<file path="src/rtl/apb_i2c_regfile.sv">
// APB slave register bank for the I2C core: config registers, TX/RX FIFO
// strobes from data-register accesses, wait states, PSLVERR and sticky errors.
// Optional interrupt logic is built when I2C_APB_IRQ_EN is defined.
module apb_i2c_regfile #(
    parameter int unsigned DATA_WIDTH   = 8,
    parameter int unsigned ADDR_WIDTH   = 8,
    parameter int unsigned WAIT_STATES  = 0,
    parameter int unsigned PRESCALE_RST = 4
) (
    input  logic                  PCLK,
    input  logic                  PRESETn,
    input  logic                  PSELx,
    input  logic                  PENABLE,
    input  logic                  PWRITE,
    input  logic [ADDR_WIDTH-1:0] PADDR,
    input  logic [DATA_WIDTH-1:0] PWDATA,
    output logic [DATA_WIDTH-1:0] PRDATA,
    output logic                  PREADY,
    output logic                  PSLVERR,
    output logic [DATA_WIDTH-1:0] prescale_reg,
    output logic [DATA_WIDTH-1:0] address_reg,
    output logic                  core_enable,
    output logic                  core_rst_n,
    output logic                  repeated_start,
    output logic [DATA_WIDTH-1:0] tx_data,
    output logic                  tx_push,
    output logic                  rx_pop,
    input  logic [DATA_WIDTH-1:0] rx_data,
    input  logic                  tx_full,
    input  logic                  tx_empty,
    input  logic                  rx_full,
    input  logic                  rx_empty,
    input  logic                  busy,
    input  logic                  nack,
    output logic                  irq
);

    localparam int unsigned WAIT_W = 4;
    localparam int unsigned IDX_W  = 3;

    localparam logic [IDX_W-1:0] REG_PRESCALE = 3'd0;
    localparam logic [IDX_W-1:0] REG_COMMAND  = 3'd1;
    localparam logic [IDX_W-1:0] REG_STATUS   = 3'd2;
    localparam logic [IDX_W-1:0] REG_TXDATA   = 3'd3;
    localparam logic [IDX_W-1:0] REG_RXDATA   = 3'd4;
    localparam logic [IDX_W-1:0] REG_ADDRESS  = 3'd5;
    localparam logic [IDX_W-1:0] REG_IRQ_EN   = 3'd6;
    localparam logic [IDX_W-1:0] REG_IRQ_STAT = 3'd7;

    // IDLE also covers the bus setup cycle; ACCESS holds the wait states;
    // DONE is the single PREADY-high cycle in which the access commits.
    typedef enum logic [1:0] {
        ST_IDLE   = 2'd0,
        ST_ACCESS = 2'd1,
        ST_DONE   = 2'd2
    } state_t;

    state_t              state_q, state_d;
    logic [WAIT_W-1:0]   wait_q, wait_d;
    logic                load, commit;
    logic                pready_d, pslverr_d;
    logic [DATA_WIDTH-1:0] prdata_d;

    // Decoded access, evaluated in the cycle before PREADY rises
    logic [IDX_W-1:0]      idx;
    logic                  addr_hi_bad;
    logic                  dec_err, dec_wr, dec_push, dec_pop, dec_ovf, dec_unf;
    logic [DATA_WIDTH-1:0] dec_rdata;
    logic [7:0]            status_bits;

    // Access decisions held into the commit cycle
    logic [IDX_W-1:0] op_idx_q;
    logic             op_wr_q, op_push_q, op_pop_q, op_ovf_q, op_unf_q;

    logic [DATA_WIDTH-1:0] prescale_q, address_q;
    logic                  cmd_enable_q, cmd_rst_n_q, cmd_rstart_q;
`ifdef I2C_APB_IRQ_EN
    logic [3:0]            irq_en_q;
`endif

    // Stickies are {nack, ovf, unf}
    logic [2:0] sticky_q, sticky_d, sticky_set, sticky_clr;
    logic       nack_q, nack_rise_q;

    assign idx         = PADDR[IDX_W-1:0];
    assign addr_hi_bad = (PADDR >> IDX_W) != '0;
    assign status_bits = {tx_full, tx_empty, rx_full, rx_empty, busy, sticky_q};

    // Access decode: error, read data and side effects for the current address
    always_comb begin
        dec_err   = 1'b0;
        dec_wr    = 1'b0;
        dec_push  = 1'b0;
        dec_pop   = 1'b0;
        dec_ovf   = 1'b0;
        dec_unf   = 1'b0;
        dec_rdata = '0;
        if (addr_hi_bad) begin
            dec_err = 1'b1;
        end else if (PWRITE) begin
            case (idx)
                REG_PRESCALE, REG_COMMAND, REG_ADDRESS, REG_IRQ_STAT: dec_wr = 1'b1;
`ifdef I2C_APB_IRQ_EN
                REG_IRQ_EN: dec_wr = 1'b1;
`endif
                REG_TXDATA: begin
                    if (tx_full) begin
                        dec_err = 1'b1;
                        dec_ovf = 1'b1;
                    end else begin
                        dec_push = 1'b1;
                    end
                end
                default: dec_err = 1'b1;
            endcase
        end else begin
            case (idx)
                REG_PRESCALE: dec_rdata = prescale_q;
                REG_COMMAND:  dec_rdata = DATA_WIDTH'({cmd_enable_q, 2'b00, cmd_rst_n_q,
                                                       cmd_rstart_q, 3'b000});
                REG_STATUS:   dec_rdata = DATA_WIDTH'(status_bits);
                REG_TXDATA:   dec_err   = 1'b1;
                REG_RXDATA: begin
                    if (rx_empty) begin
                        dec_err = 1'b1;
                        dec_unf = 1'b1;
                    end else begin
                        dec_rdata = rx_data;
                        dec_pop   = 1'b1;
                    end
                end
                REG_ADDRESS:  dec_rdata = address_q;
`ifdef I2C_APB_IRQ_EN
                REG_IRQ_EN:   dec_rdata = DATA_WIDTH'(irq_en_q);
`endif
                REG_IRQ_STAT: dec_rdata = DATA_WIDTH'(sticky_q);
                default:      dec_rdata = '0;
            endcase
        end
    end

    // Access FSM next state and registered bus response
    always_comb begin
        state_d   = state_q;
        wait_d    = wait_q;
        load      = 1'b0;
        commit    = 1'b0;
        pready_d  = 1'b0;
        pslverr_d = 1'b0;
        prdata_d  = '0;
        case (state_q)
            ST_IDLE: begin
                if (PSELx && !PENABLE) begin
                    wait_d = WAIT_W'(1);
                    if (WAIT_STATES == 0) begin
                        state_d = ST_DONE;
                        load    = 1'b1;
                    end else begin
                        state_d = ST_ACCESS;
                    end
                end
            end
            ST_ACCESS: begin
                if (!PSELx) begin
                    state_d = ST_IDLE;
                end else if (wait_q == WAIT_W'(WAIT_STATES)) begin
                    state_d = ST_DONE;
                    load    = 1'b1;
                end else begin
                    wait_d = wait_q + WAIT_W'(1);
                end
            end
            ST_DONE: begin
                state_d = ST_IDLE;
                commit  = PSELx;
            end
            default: state_d = ST_IDLE;
        endcase
        if (load) begin
            pready_d  = 1'b1;
            pslverr_d = dec_err;
            prdata_d  = dec_rdata;
        end
    end

    // FSM state, bus response and latched access decisions
    always_ff @(posedge PCLK or negedge PRESETn) begin
        if (!PRESETn) begin
            state_q   <= ST_IDLE;
            wait_q    <= '0;
            PREADY    <= 1'b0;
            PSLVERR   <= 1'b0;
            PRDATA    <= '0;
            op_idx_q  <= '0;
            op_wr_q   <= 1'b0;
            op_push_q <= 1'b0;
            op_pop_q  <= 1'b0;
            op_ovf_q  <= 1'b0;
            op_unf_q  <= 1'b0;
        end else begin
            state_q <= state_d;
            wait_q  <= wait_d;
            PREADY  <= pready_d;
            PSLVERR <= pslverr_d;
            PRDATA  <= prdata_d;
            if (load) begin
                op_idx_q  <= idx;
                op_wr_q   <= dec_wr;
                op_push_q <= dec_push;
                op_pop_q  <= dec_pop;
                op_ovf_q  <= dec_ovf;
                op_unf_q  <= dec_unf;
            end
        end
    end

    // Configuration registers, TX data and FIFO strobes, updated on commit
    always_ff @(posedge PCLK or negedge PRESETn) begin
        if (!PRESETn) begin
            prescale_q   <= DATA_WIDTH'(PRESCALE_RST);
            address_q    <= '0;
            cmd_enable_q <= 1'b0;
            cmd_rst_n_q  <= 1'b0;
            cmd_rstart_q <= 1'b0;
`ifdef I2C_APB_IRQ_EN
            irq_en_q     <= '0;
`endif
            tx_data      <= '0;
            tx_push      <= 1'b0;
            rx_pop       <= 1'b0;
        end else begin
            tx_push <= commit & op_push_q;
            rx_pop  <= commit & op_pop_q;
            if (commit && op_push_q) begin
                tx_data <= PWDATA;
            end
            if (commit && op_wr_q) begin
                case (op_idx_q)
                    REG_PRESCALE: prescale_q <= PWDATA;
                    REG_COMMAND: begin
                        cmd_enable_q <= PWDATA[7];
                        cmd_rst_n_q  <= PWDATA[4];
                        cmd_rstart_q <= PWDATA[3];
                    end
                    REG_ADDRESS:  address_q <= PWDATA;
`ifdef I2C_APB_IRQ_EN
                    REG_IRQ_EN:   irq_en_q <= PWDATA[3:0];
`endif
                    default: ;
                endcase
            end
        end
    end

    // Sticky update: W1C clear from IRQ_STAT, a same-cycle set wins
    always_comb begin
        sticky_clr = '0;
        if (commit && op_wr_q && (op_idx_q == REG_IRQ_STAT)) begin
            sticky_clr = PWDATA[2:0];
        end
        sticky_set = {nack_rise_q, commit & op_ovf_q, commit & op_unf_q};
        sticky_d   = (sticky_q & ~sticky_clr) | sticky_set;
    end

    // nack edge detector and sticky error flags
    always_ff @(posedge PCLK or negedge PRESETn) begin
        if (!PRESETn) begin
            nack_q      <= 1'b0;
            nack_rise_q <= 1'b0;
            sticky_q    <= '0;
        end else begin
            nack_q      <= nack;
            nack_rise_q <= nack & ~nack_q;
            sticky_q    <= sticky_d;
        end
    end

`ifdef I2C_APB_IRQ_EN
    // Interrupt from enabled stickies or RX data available
    always_ff @(posedge PCLK or negedge PRESETn) begin
        if (!PRESETn) begin
            irq <= 1'b0;
        end else begin
            irq <= (|(irq_en_q[2:0] & sticky_q)) | (irq_en_q[3] & ~rx_empty);
        end
    end
`else
    assign irq = 1'b0;
`endif

    assign prescale_reg   = prescale_q;
    assign address_reg    = address_q;
    assign core_enable    = cmd_enable_q;
    assign core_rst_n     = cmd_rst_n_q;
    assign repeated_start = cmd_rstart_q;

endmodule

</file>
<file path="config.mk">
export PLATFORM = sky130hd
export DESIGN_NAME = apb_i2c_regfile
export DESIGN_NICKNAME = d
export VERILOG_FILES = /design/src/rtl/apb_i2c_regfile.sv
export SDC_FILE = /design/constraint.sdc
export NUM_CORES = 1
export LEC_CHECK = 0
export CAP_MARGIN = 0
export CORE_ASPECT_RATIO = 0.75
export CORE_MARGIN = 1
export CORE_UTILIZATION = 30
export CTS_CLUSTER_SIZE = 12
export DETAILED_ROUTE_END_ITERATION = 8
export SLEW_MARGIN = 10
export SYNTH_ARGS = -nofsm -noshare
export SYNTH_HDL_FRONTEND = slang
export SYNTH_SLANG_ARGS = --single-unit
</file>
<file path="constraint.sdc">
create_clock -name PCLK -period 1.4 [get_ports PCLK]
set_input_delay 0.28 -clock PCLK [delete_from_list [all_inputs] [get_ports PCLK]]
set_output_delay 0.28 -clock PCLK [all_outputs]
set_load 0.05 [all_outputs]
</file>
Word-level counts from Yosys, hierarchy flattened
Index checks and enable logic that the tools add are counted.
{ "totals": {"mem_bits_ro": 0, "in_bits": 35, "wordCells": 108, "mem_count": 0, "output_inout_bits": 40, "register_bits": 58, "latch_bits": 0, "ram_bits": 0} }
{ "classes": {"n_bitwise": 9, "muxes": 44, "div": 0, "magnitude_cmp": 0, "multipliers": 0, "eq_ne": 15, "reduce_logical": 17, "n_shift": 0, "n_addsub": 1} }
{ "ops": {"columns": ["op", "n"], "rows": [
  ["one-hot mux 8 bit (6 select lines)", 1],
  ["2-to-1 mux 8 bit", 4],
  ["2-to-1 mux 1 bit", 27],
  ["== test 3 bit (second input constant)", 5],
  ["2-to-1 mux 4 bit", 3],
  ["one-hot mux 4 bit (2 select lines)", 1],
  ["AND reduction 2 bit", 4],
  ["nonzero test 8 bit", 1],
  ["== test 3 x 1 -> 1 bit (second input constant)", 2],
  ["== test 3 x 2 -> 1 bit (second input constant)", 2],
  ["zero test 3 bit", 2],
  ["2-to-1 mux 2 bit", 3],
  ["!= test 2 bit (second input constant)", 3],
  ["one-hot mux 1 bit (2 select lines)", 3],
  ["AND 1 bit", 5],
  ["adder 4 x 1 -> 4 bit (second input constant)", 1],
  ["logical AND 1 bit", 4],
  ["zero test 4 bit", 1],
  ["one-hot mux 2 bit (2 select lines)", 1],
  ["AND reduction 4 bit", 1],
  ["OR reduction 4 bit", 1],
  ["AND 3 bit", 1],
  ["2-to-1 mux 3 bit", 1],
  ["!= test 3 bit (second input constant)", 1],
  ["other kinds (8)", 8]
]} }

Logic depth before layout (Yosys ltp)
{ "depth": {"depth_word": 8, "ltp_mapped": 5, "mapped_depth_nobuf": 4} }

Least setup slack after synthesis
Ideal clock, no wire load.
{ "synth_path": {"path_type": "register to register", "startpoint": "register prescale_q[3], in the netlist prescale_reg[3]", "endpoint": "register PRDATA[3]", "required_time_ps": 1322, "t_arrival_ps": 1362, "setup_time_ps": 78, "path_buffers": 0, "path_stages_with_launch": 4, "slack_ps": -41, "period_less_slack_ps": 1441, "path_cell_list": "dfrtp_1 > or3b_2 > a21o_1 > a21oi_1"} }
{ "synth_via": {"elab_chain_len": 4} }
{ "synth_lines": {"columns": ["item", "line_no", "text"], "rows": [
  ["start: declaration", "75", "logic [DATA_WIDTH-1:0] prescale_q, address_q;"],
  ["start signal: assignment", "220", "prescale_q <= DATA_WIDTH'(PRESCALE_RST);"],
  ["one-hot mux 8 bit (6 select lines)", "117", "case (idx)"],
  ["2-to-1 mux 8 bit", "100", "end else if (PWRITE) begin"],
  ["2-to-1 mux 8 bit", "98", "if (addr_hi_bad) begin"],
  ["2-to-1 mux 8 bit", "179", "if (load) begin"],
  ["net prdata_d[3]", "62", "logic [DATA_WIDTH-1:0] prdata_d;"],
  ["end signal: assignment", "205", "PRDATA <= prdata_d;"],
  ["end: declaration", "17", "output logic [DATA_WIDTH-1:0] PRDATA,"]
]} }
The timed path passes the listed nets, and every way through them passes these cells.
A chain may end at the register's enable or synchronous reset.

Worst setup path in the final report
{ "layout_path": {"startpoint": "register state_q[1]", "endpoint": "register cmd_enable_q, in the netlist core_enable"} }
{ "layout_via": {"elab_chain_len": 4} }
{ "layout_lines": {"columns": ["item", "line_no", "text"], "rows": [
  ["start: declaration", "58", "state_t state_q, state_d;"],
  ["start signal: assignment", "201", "state_q <= state_d;"],
  ["== test 2 bit", "151", "case (state_q)"],
  ["2-to-1 mux 1 bit", "151", null],
  ["logical AND 1 bit", "237", "if (commit && op_wr_q) begin"],
  ["AND reduction 2 bit (no line)", null, null],
  ["end signal: assignment", "241", "cmd_enable_q <= PWDATA[7];"],
  ["end: declaration", "76", "logic cmd_enable_q, cmd_rst_n_q, cmd_rstart_q;"]
]} }
No other way between the ends.

==> impl_metrics.yaml <==
route:
  dr.pass1.iters: 4
  drt_iter0_markers: 50
  num_vias: 1974
  wire_per_inst_um: 16.5
  viasPerCell: 4.81
  wirelength_um: 6770
  postRouteAntennaNets: 0
  drc: 0
power_and_ir_drop:
  intPower_mw: 2.14
  p_comb_frac: 0.156
  power_per_cell_area_mw_per_mm2: 683
  p_leak_nw: 1.87
  p_switching_uw: 746
  power_frac_seq: 0.555
  switching_share: 0.258
  ir_worst_vdd_mv: 0.418
  power.clock.fraction: 0.289
  p_total_mw: 2.89
clocking:
  insertion_delay_ns: 0.30
  clockBufferDepth: 2
  clock-sinks: 53
  cts_root_buf: "clkbuf_8"
  cts.clk_slew.worst_paths_ns: 0.09
  cts_tree: "yes"
  cts-buffers-inserted: 5
  htreeDepth: 2
layout:
  diodes: 0
  nFillCells: 688
  regArea_mm2: 0.00133
  final_nets: 339
  multi_input_area_mm2: 0.00120
  drive_above_1_share: 0.482
  layoutNonFillerInstCount: 410
  area_delta_synth_final_pct: 72.3
yosys:
  synth_compound_area_frac: 0.0913
  synth_cell_types: 46
  netlist_area_mm2: 0.00245
  synthAdderAreaFrac: 0
  synth-seq-cells: 53
  synth_xor_area_frac: 0.00357
  synthFlopType: "dfrtp_1"
  yosysWarnings: 0
  synth_edf_count: 0
  synth.area.mux_share: 0.172
  synth_cells: 195
  synth_nets: 230
  yosys.area_share.simple: 0.153
  ys_seq_area_frac: 0.541
  synth_top_family_by_area: "multiplexers"
  syn_area_per_cell_um2: 12.6
  async_flop_share: 1.00
die:
  die_x_um: 106
  fp.dieArea_mm2: 0.00854
  row_count: 28
  core_mm2: 0.00792
  initial_core_util: 0.310
  die_h_um: 80.3
  pin_count: 75
placement:
  hpwl_um: 4970
  dp.cells: 397
  io_buffers: 73
  gp_congestion: 0.754
critical_path:
  required_ns: 1.59
  path_class: "flop to flop"
  cp_data_arrival_time_ns: 1.62
  startpoint_type: "flop"
  critPathCaptureType: "flop"
  worst-path-max-fanout: 4
  regToRegSetupSlack_ns: -0.03
sta:
  hold_viol_final: 0
  finalCritPeriodShare: 1.02
  setup_viol: 8
  setup_slack_ns: -0.0320
  grt_setup_unrepaired: "true"
  max_freq_mhz: 698
  skew_ns: 0.00525
  fin_crit_ns: 1.43
  slew_violations: 0
run_status:
  outcome: "complete, but fails checks"
  violations: "negative setup slack"
global_routing:
  grt_usage: 0.165
  grt_max_degree: 28
  grt_pass1_vias: 2032
  antenna_found_initial: 0
  grt-ovfl-total: 0
  grt_pass1_wl_um: 10600
worst_hold_path:
  hp-class: "flop to flop"
job:
  cap_violations: 0
## cell type report
type                       count  share of cell area
timing repair buffer         110               0.342
tap                          105              0.0311
multi-input combinational    127               0.283
clock buffer                   6              0.0172
clock inverter                 2             0.00237
sequential                    53               0.315
inverter                       7             0.00918
## per-stage QoR
step	cell area [um2]	hold slack [ns]	utilization	setup slack, ns	setup TNS [ns]
final	4230	0.409	0.534	-0.0320	-0.228
after detailed placement	3930	0.198	0.496	-0.546	-20.27
after floorplan	2460	-0.0156	-	-0.00451	-0.0236
after global routing	4230	0.427	0.534	-0.115	-1.35
after global placement	3930	0.198	0.496	-0.529	-19.29
after CTS	4120	0.412	0.520	-0.0389	-0.355
## timing repair
action,CTS,global route
hold buffers,1,0
pin swaps,9,4
gates resized for setup,20,30
hold endpoints to repair,10,0
setup buffers,1,2
cloned,1,0
setup endpoints to repair,38,40
## cell usage after synthesis (all sizes together) (2+ instances only)
cell type,n,area share
nor4bb,2,0.0082
nand3,2,0.0061
inv,6,0.0092
o21ai,8,0.016
nor2b,4,0.010
and3,2,0.0056
nand2b,2,0.0051
nand4,2,0.011
and2,3,0.0082
nor2,3,0.0046
nand3b,2,0.0061
nor4,2,0.017
buf,8,0.020
a221o,2,0.0082
a32oi,2,0.0071
or3b,2,0.0071
mux2i,4,0.016
nor4b,3,0.016
nand2,22,0.034
a2bb2oi,4,0.014
dfrtp,52,0.53
mux2,34,0.16
a21oi,3,0.0061
a211oi,7,0.021
## placed cells by master, fill, tap and decap left out, drive strengths merged, types with 2 or more instances in the layout
cell type      Yosys  layout
mux2i              4       4
clkdlybuf4s50      0      28
nor4               2       2
buf                8      76
dlygate4sd2        0       2
clkinv             1       3
dfrtp             52      52
a221o              2       2
nand4              2       3
nor4b              3       3
and3               2       2
clkbuf             1       6
a2bb2oi            4       4
inv                6       6
or3b               2       2
nor2b              4       4
nand3              2       2
nand2b             2       2
nand2             22      22
o21ai              8       8
and2               3       3
nor4bb             2       2
nand3b             2       2
a32oi              2       2
a211oi             7       7
mux2              34      34
dlymetal6s2s       0       3
a21oi              3       3
nor2               3       3
## worst paths after layout
check	from	endpoint	cells after the start
max	state_q[1]$_DFFE_PN0P_	core_enable$_DFFE_PN0P_	4
max in group asynchronous	PRESETn	prescale_reg[3]$_DFFE_PN0P_	3
max reg2reg	state_q[1]$_DFFE_PN0P_	core_enable$_DFFE_PN0P_	4
min	nack_q$_DFF_PN0_	nack_rise_q$_DFF_PN0_	1
min reg2reg	nack_q$_DFF_PN0_	nack_rise_q$_DFF_PN0_	1
min in group asynchronous	PRESETn	prescale_reg[1]$_DFFE_PN0P_	2
## power groups by stage
stage          clock network [mW]  logic [mW]  registers, mW
6_report                    0.835       0.452           1.60
3_5_place_dp                    0       0.420           1.62
3_3_place_gp                    0       0.415           1.62
5_1_grt                     0.928       0.485           1.61
2_1_floorplan                   0       0.136           1.64
4_1_cts                     0.870       0.439           1.60
## routing by layer
metal,global-route usage,vias to the layer above,routed length (um)
li1,-,924,-
met1,0.229,970,3220
met2,0.243,73,2930
met3,0.0552,7,557
met4,0.0486,0,61
met5,0,-,0
## critical path, cell delays in order, from the launching register on
cell and delay (ns):
dfrtp_1 0.42, nand3_4 0.15, nor4b_4 0.25, buf_4 0.18, mux2_2 0.33
## cell families (layout without fill, tap and decap cells)
kind of cell              count (synthesis)  count (layout)
DFF                                      53              53
other                                     1               1
buffers and inverters                    16             125
AOI/OAI and AO/OA                        31              31
and+or+nand+nor                          55              56
xor gates and xnor gates                  1               1
muxes                                    38              38
Power figures use the tool's default switching activity.
